File: src/rtl/hilo_muldiv.sv
// hilo_muldiv: HI/LO register pair with a multi-cycle multiply/divide unit.
// Radix-2 shift-add multiply and restoring divide work on operand magnitudes.
// Signs are applied once the last iteration is done, so the most negative
// operand is simply the magnitude 2^(WIDTH-1) and cannot overflow.
module hilo_muldiv #(
    parameter int WIDTH  = 32,
    parameter int CYCLES = 32
) (
    input  logic             clk,
    input  logic             rst,
    input  logic             startE,
    input  logic [1:0]       opE,
    input  logic [WIDTH-1:0] srcaE,
    input  logic [WIDTH-1:0] srcbE,
    input  logic             hilowriteE,
    input  logic             hiloselE,
    input  logic             cancelE,
    output logic [WIDTH-1:0] hi,
    output logic [WIDTH-1:0] lo,
    output logic             stallE,
    output logic             doneE
);

    localparam int W = WIDTH;

    typedef enum logic [1:0] {
        S_IDLE = 2'd0,
        S_RUN  = 2'd1,
        S_DONE = 2'd2
    } state_t;

    state_t         state_q, state_d;
    logic [5:0]     cnt_q, cnt_d;
    logic [W-1:0]   acc_q, acc_d;      // product high half / partial remainder
    logic [W-1:0]   shf_q, shf_d;      // multiplier / dividend shifting into quotient
    logic [W-1:0]   mag_q, mag_d;      // multiplicand / divisor magnitude
    logic [1:0]     op_q, op_d;
    logic           sa_q, sa_d;        // raw sign bit of srcaE
    logic           sb_q, sb_d;        // raw sign bit of srcbE
    logic           dz_q, dz_d;        // division by zero, no result load
    logic [W-1:0]   hi_q, hi_d;
    logic [W-1:0]   lo_q, lo_d;
    logic           done_q, done_d;

    logic           accept_s;
    logic           div_zero_s;
    logic [W-1:0]   a_mag_s, b_mag_s;
    logic [W:0]     msum_s;
    logic [W:0]     rshift_s;
    logic [W:0]     rtrial_s;
    logic [2*W-1:0] prod_s;
    logic           neg_res_s;
    logic [W-1:0]   res_hi_s, res_lo_s;

    assign accept_s   = (state_q == S_IDLE) && startE && !cancelE;
    assign div_zero_s = opE[1] && (srcbE == {W{1'b0}});
    assign hi         = hi_q;
    assign lo         = lo_q;
    assign doneE      = done_q;

    // State register and all datapath flops, cleared by the asynchronous reset
    always_ff @(posedge clk or negedge rst) begin
        if (!rst) begin
            state_q <= S_IDLE;
            cnt_q   <= 6'd0;
            acc_q   <= {W{1'b0}};
            shf_q   <= {W{1'b0}};
            mag_q   <= {W{1'b0}};
            op_q    <= 2'd0;
            sa_q    <= 1'b0;
            sb_q    <= 1'b0;
            dz_q    <= 1'b0;
            hi_q    <= {W{1'b0}};
            lo_q    <= {W{1'b0}};
            done_q  <= 1'b0;
        end else begin
            state_q <= state_d;
            cnt_q   <= cnt_d;
            acc_q   <= acc_d;
            shf_q   <= shf_d;
            mag_q   <= mag_d;
            op_q    <= op_d;
            sa_q    <= sa_d;
            sb_q    <= sb_d;
            dz_q    <= dz_d;
            hi_q    <= hi_d;
            lo_q    <= lo_d;
            done_q  <= done_d;
        end
    end

    // Next-state logic; a zero divisor jumps straight to DONE, cancel always wins
    always_comb begin
        state_d = state_q;
        case (state_q)
            S_IDLE: begin
                if (accept_s) begin
                    state_d = div_zero_s ? S_DONE : S_RUN;
                end else begin
                    state_d = S_IDLE;
                end
            end
            S_RUN: begin
                if (cancelE) begin
                    state_d = S_IDLE;
                end else if (cnt_q == 6'(CYCLES - 1)) begin
                    state_d = S_DONE;
                end else begin
                    state_d = S_RUN;
                end
            end
            S_DONE:  state_d = S_IDLE;
            default: state_d = S_IDLE;
        endcase
    end

    // Stall request: held while a request is being accepted or iterations run
    always_comb begin
        stallE = 1'b0;
        if (rst && (((state_q == S_IDLE) && startE) || (state_q == S_RUN))) begin
            stallE = 1'b1;
        end else begin
            stallE = 1'b0;
        end
    end

    // Operand magnitudes; unsigned ops (opE[0]=1) use the raw value
    always_comb begin
        a_mag_s = srcaE;
        b_mag_s = srcbE;
        if (!opE[0] && srcaE[W-1]) begin
            a_mag_s = {W{1'b0}} - srcaE;
        end else begin
            a_mag_s = srcaE;
        end
        if (!opE[0] && srcbE[W-1]) begin
            b_mag_s = {W{1'b0}} - srcbE;
        end else begin
            b_mag_s = srcbE;
        end
    end

    // One multiply or divide iteration per RUN cycle, operand latch on accept
    always_comb begin
        cnt_d    = cnt_q;
        acc_d    = acc_q;
        shf_d    = shf_q;
        mag_d    = mag_q;
        op_d     = op_q;
        sa_d     = sa_q;
        sb_d     = sb_q;
        dz_d     = dz_q;
        msum_s   = {1'b0, acc_q} + (shf_q[0] ? {1'b0, mag_q} : {(W+1){1'b0}});
        rshift_s = {acc_q, shf_q[W-1]};
        rtrial_s = rshift_s - {1'b0, mag_q};
        if (accept_s) begin
            cnt_d = 6'd0;
            acc_d = {W{1'b0}};
            shf_d = a_mag_s;
            mag_d = b_mag_s;
            op_d  = opE;
            sa_d  = srcaE[W-1];
            sb_d  = srcbE[W-1];
            dz_d  = div_zero_s;
        end else if ((state_q == S_RUN) && !cancelE) begin
            cnt_d = cnt_q + 6'd1;
            if (op_q[1]) begin
                if (!rtrial_s[W]) begin
                    acc_d = rtrial_s[W-1:0];
                    shf_d = {shf_q[W-2:0], 1'b1};
                end else begin
                    acc_d = rshift_s[W-1:0];
                    shf_d = {shf_q[W-2:0], 1'b0};
                end
            end else begin
                acc_d = msum_s[W:1];
                shf_d = {msum_s[0], shf_q[W-1:1]};
            end
        end else begin
            cnt_d = cnt_q;
        end
    end

    // Final sign fix-up: product/quotient negated on sign mismatch, remainder follows dividend
    always_comb begin
        neg_res_s = !op_q[0] && (sa_q ^ sb_q);
        prod_s    = {acc_q, shf_q};
        res_hi_s  = acc_q;
        res_lo_s  = shf_q;
        if (op_q[1]) begin
            res_lo_s = neg_res_s ? ({W{1'b0}} - shf_q) : shf_q;
            res_hi_s = (!op_q[0] && sa_q) ? ({W{1'b0}} - acc_q) : acc_q;
        end else begin
            if (neg_res_s) begin
                prod_s = {(2*W){1'b0}} - {acc_q, shf_q};
            end else begin
                prod_s = {acc_q, shf_q};
            end
            res_hi_s = prod_s[2*W-1:W];
            res_lo_s = prod_s[W-1:0];
        end
    end

    // HI/LO update: direct writes in IDLE, result load and done pulse leaving DONE
    always_comb begin
        hi_d   = hi_q;
        lo_d   = lo_q;
        done_d = 1'b0;
        case (state_q)
            S_IDLE: begin
                if (hilowriteE) begin
                    if (hiloselE) begin
                        hi_d = srcaE;
                    end else begin
                        lo_d = srcaE;
                    end
                end else begin
                    done_d = 1'b0;
                end
            end
            S_DONE: begin
                if (!cancelE) begin
                    done_d = 1'b1;
                    if (!dz_q) begin
                        hi_d = res_hi_s;
                        lo_d = res_lo_s;
                    end else begin
                        hi_d = hi_q;
                    end
                end else begin
                    done_d = 1'b0;
                end
            end
            default: done_d = 1'b0;
        endcase
    end

endmodule

File: config.mk
export PLATFORM = sky130hd
export DESIGN_NAME = hilo_muldiv
export DESIGN_NICKNAME = d
export VERILOG_FILES = /design/src/rtl/hilo_muldiv.sv
export SDC_FILE = /design/constraint.sdc
export NUM_CORES = 1
export LEC_CHECK = 0
export CAP_MARGIN = 30
export CORE_UTILIZATION = 45
export DETAILED_ROUTE_END_ITERATION = 16
export PLACE_DENSITY = 0.65
export SYNTH_ARGS = -nofsm -noshare
export SYNTH_HDL_FRONTEND = slang
export SYNTH_SLANG_ARGS = --single-unit
File: constraint.sdc
create_clock -name clk -period 4.1 [get_ports clk]
set_input_delay 1.23 -clock clk [delete_from_list [all_inputs] [get_ports clk]]
set_output_delay 1.23 -clock clk [all_outputs]
set_load 0.005 [all_outputs]
==> metrics.json <==
{
  "outcome": {
    "status": "finished, final reports clean"
  },
  "route": {
    "number_of_remaining_drc_errors": 0,
    "routed_via_density": 6.134,
    "dr_total_vias": 14649,
    "routed_wl_um": 51630,
    "antenna_violating_nets_post_route": 0,
    "post_dr_wirelength_cell_um": 21.62,
    "first_pass_iters": 6,
    "number_of_drc_markers_after_the_initial_detailed_route_iteration": 1333
  },
  "timing": {
    "slew_margin_rel_pct": 35.07,
    "final.min_clock_period_ns": 3.781,
    "rsz_0062_raised_after_global_routing": "no",
    "final_setup_fails": 0,
    "setup-tns-final_ns": 0,
    "max_slew.worst_pin.slew_ns": 0.9719,
    "clock-skew-final_ns": 0.02282,
    "finalHoldWorstSlack_ns": 0.4782,
    "max_clock_freq_ghz": 0.2645,
    "fin_crit_sh_pct": 92.23,
    "final_max_slew_viol_count": 0,
    "final-hold-violation-count": 0
  },
  "global_route": {
    "first_global_vias": 14255,
    "grt_start_max_net_pins": 122,
    "groute.usage.overall_pct": 31.80,
    "antenna_found_initial": 0,
    "globalRoute.totalOverflow": 0,
    "wire_length_of_the_first_global_routing_pass_um": 81740
  },
  "die": {
    "initial_core_util_pct": 45.83,
    "io-pin-count": 138,
    "die-width_um": 181.5,
    "row_count": 65,
    "fp.dieH_um": 181.5,
    "design.die.area_sq_um": 32940,
    "floorplan.core_area_sq_um": 31640
  },
  "yosys": {
    "synth-seq-cells": 174,
    "mappedNetlistNets": 1986,
    "netlist_instances": 1843,
    "synth-async-reset-ratio_pct": 100.0,
    "syn-cell-area_sq_um": 14500,
    "yosys_warnings": 0,
    "synthFlopType": "sky130_fd_sc_hd__dfrtp_1",
    "avgSynthCellArea_sq_um": 7.867,
    "sequential_to_total_area_share_from_yosys_stat_pct": 30.03,
    "synth.distinct_cells": 83,
    "edff_count_synth": 0
  },
  "worst_setup_path": {
    "critPathCaptureType": "flip-flop",
    "critical_path_arrival_ns": 4.09,
    "path_max_fanout": 7,
    "required_worst_endpoint_ns": 4.40,
    "timing_worst_setup_path_type": "reg -> reg",
    "critical_path.startpoint_type": "flip-flop"
  },
  "placed_design": {
    "postPlaceCellArea_sq_um": 16610,
    "post-dp-hpwl_um": 39700,
    "gp_congestion": 1.001,
    "place_inst": 2357,
    "placement.io_buffers": 137
  },
  "power_and_ir_drop": {
    "seqPwrFrac_pct": 24.8,
    "vdd_ir_drop_max_uv": 324.2,
    "power.switching_mw": 5.180,
    "power.combinational.fraction_pct": 59.1,
    "powerDensity_nw_per_um2": 636.8,
    "total_power_mw": 10.97,
    "netSwitchingFraction_pct": 47.23,
    "pwr-share-clk_pct": 16.2,
    "static-leakage-power_nw": 7.375,
    "internal_power_mw": 5.787
  },
  "cells_and_area": {
    "syn_to_final_growth_pct": 18.79,
    "post_route_cells_drive_above_1_share_pct": 7.251,
    "antenna_cells_inserted": 0,
    "final_design_area_no_fill_sq_um": 17220,
    "layout.nets": 2117,
    "post_layout_nonfiller_instances": 2388,
    "n_fill_cell": 2975
  },
  "cts": {
    "cts.htree.levels": 4,
    "cts_root_buffer": "sky130_fd_sc_hd__clkbuf_16",
    "cts_post_setup_buffers_inserted": 0,
    "clock_sinks": 174,
    "post_cts.resized_instances": 0,
    "cts-hold-fix-buffers": 0,
    "cts.clk_slew.worst_paths_ns": 0.07,
    "cts_inserted_buffers": 17,
    "ctsLongestPathBuffers": 2,
    "cts_tree": "done",
    "clock_latency_ns": 0.44
  },
  "worst_hold_path": {
    "holdCritPathClass": "reg -> reg"
  },
  "run": {
    "maxCapViolCount": 0
  }
}
-- per-layer routing --
layer / wire (um) / vias up / part of all wire (%) / global-route usage, %
li1: - / 6873 / - / -
met1: 22190 / 6977 / 43 / 41.93
met2: 23480 / 682 / 45 / 51.88
met3: 3656 / 117 / 7.1 / 4.051
met4: 2300 / 0 / 4.5 / 14.71
met5: 0 / - / 0 / 0
-- critical path, stage by stage (launching register included) --
cell and delay [ns]:
sky130_fd_sc_hd__dfrtp_1 0.47, sky130_fd_sc_hd__inv_1 0.35, sky130_fd_sc_hd__nor2_1 0.10, sky130_fd_sc_hd__ha_1 0.26
sky130_fd_sc_hd__a211oi_1 0.34, sky130_fd_sc_hd__o21ai_1 0.21, sky130_fd_sc_hd__o21ai_0 0.39, sky130_fd_sc_hd__nor4b_1 0.38
sky130_fd_sc_hd__o21ai_1 0.25, sky130_fd_sc_hd__a211o_1 0.40, sky130_fd_sc_hd__a211oi_1 0.29, sky130_fd_sc_hd__or4_1 0.15
sky130_fd_sc_hd__nand3_1 0.06
-- Yosys cell counts (all sizes together), types with 11 or more instances --
cell type / number / area (sq um)
or3: 11 / 68.82
o31ai: 33 / 247.7
nand2b: 23 / 143.9
a31oi: 23 / 143.9
o41ai: 11 / 96.34
nand3: 28 / 145.1
xor2: 81 / 709.4
ha: 69 / 863.3
dfrtp: 174 / 4354
xnor2: 93 / 814.5
o211ai: 47 / 352.8
nand4: 14 / 93.84
and2: 15 / 96.34
a21o: 23 / 172.7
nor3: 47 / 246.5
mux2i: 40 / 400.4
inv: 69 / 259.0
buf: 19 / 85.09
a211oi: 14 / 117.6
o21a: 16 / 120.1
nor4: 16 / 121.4
nand2: 234 / 878.3
a21oi: 157 / 789.5
o21ai: 176 / 895.9
nor2: 170 / 645.6
clkbuf: 82 / 307.8
-- logic make-up (layout without fill, tap and decap cells) --
group	after synthesis	after routing	share of synthesized area, %
adder cells (fa/ha/maj)	71	71	6.231
AND/OR/NAND/NOR	614	614	19.90
XOR/XNOR	174	174	10.51
multiplexers	42	42	2.917
AO/OA/AOI/OAI	597	597	25.89
flip-flops	174	174	30.03
buffers and inverters	171	314	4.522
-- state kept, by name, summed over array words and instances, names as in the netlist, 2 cells and up --
name / count
acc_q: 32
mag_q: 32
shf_q: 32
hi: 32
op_q: 2
lo: 32
state_q: 2
cnt_q: 6
-- power by group through the flow --
stage | sequential, mW | clock, mW | combinational [mW]
CTS | 2.70 | 1.78 | 6.36
global route | 2.77 | 1.85 | 7.06
finish | 2.72 | 1.78 | 6.48
floorplan | 2.58 | 0 | 4.37
detailed placement | 2.72 | 0 | 6.33
global placement | 2.71 | 0 | 6.29
-- area by class of cell --
class	count	area, sq um	area share (%)
clock inverter	13	178.9	1.039
multi-input combinational	1498	9513	55.23
inverter	70	262.8	1.526
sequential	174	4355	25.29
tap	402	503.0	2.920
timing repair buffer	213	1981	11.50
clock buffer	18	429.2	2.492
-- cell usage in the layout (no fill, tap or decap), types with 46 or more instances in the layout --
| master | instances |
|---|---|
| sky130_fd_sc_hd__a21oi_1 | 156 |
| sky130_fd_sc_hd__buf_4 | 73 |
| sky130_fd_sc_hd__clkdlybuf4s50_1 | 136 |
| sky130_fd_sc_hd__dfrtp_1 | 173 |
| sky130_fd_sc_hd__ha_1 | 69 |
| sky130_fd_sc_hd__inv_1 | 69 |
| sky130_fd_sc_hd__nand2_1 | 234 |
| sky130_fd_sc_hd__nor2_1 | 168 |
| sky130_fd_sc_hd__nor3_1 | 46 |
| sky130_fd_sc_hd__o211ai_1 | 47 |
| sky130_fd_sc_hd__o21ai_0 | 168 |
| sky130_fd_sc_hd__xnor2_1 | 93 |
| sky130_fd_sc_hd__xor2_1 | 81 |
-- stage by stage --
stage | setup slack, ns | utilization (%)
2_1_floorplan | 0.9525 | -
3_3_place_gp | 0.09582 | 52.45
3_5_place_dp | 0.03340 | 52.52
4_1_cts | 0.3598 | 54.44
5_1_grt | 0.06659 | 54.44
6_report | 0.3187 | 54.44
-- worst paths after layout --
| check | start | endpoint | slack, ns | cells after the start |
|---|---|---|---|---|
| max | shf_q[0]$_DFFE_PN0P_ | acc_q[28]$_DFFE_PN0P_ | 0.32 | 12 |
| max reg2reg | shf_q[0]$_DFFE_PN0P_ | acc_q[28]$_DFFE_PN0P_ | 0.32 | 12 |
| min in group asynchronous | rst | doneE$_DFF_PN0_ | 1.02 | 2 |
| min | mag_q[23]$_DFFE_PN0P_ | mag_q[23]$_DFFE_PN0P_ | 0.48 | 2 |
| min reg2reg | mag_q[23]$_DFFE_PN0P_ | mag_q[23]$_DFFE_PN0P_ | 0.48 | 2 |
| max in group asynchronous | rst | shf_q[23]$_DFFE_PN0P_ | 1.63 | 3 |
Note: power is estimated with default switching activity, not from simulation.
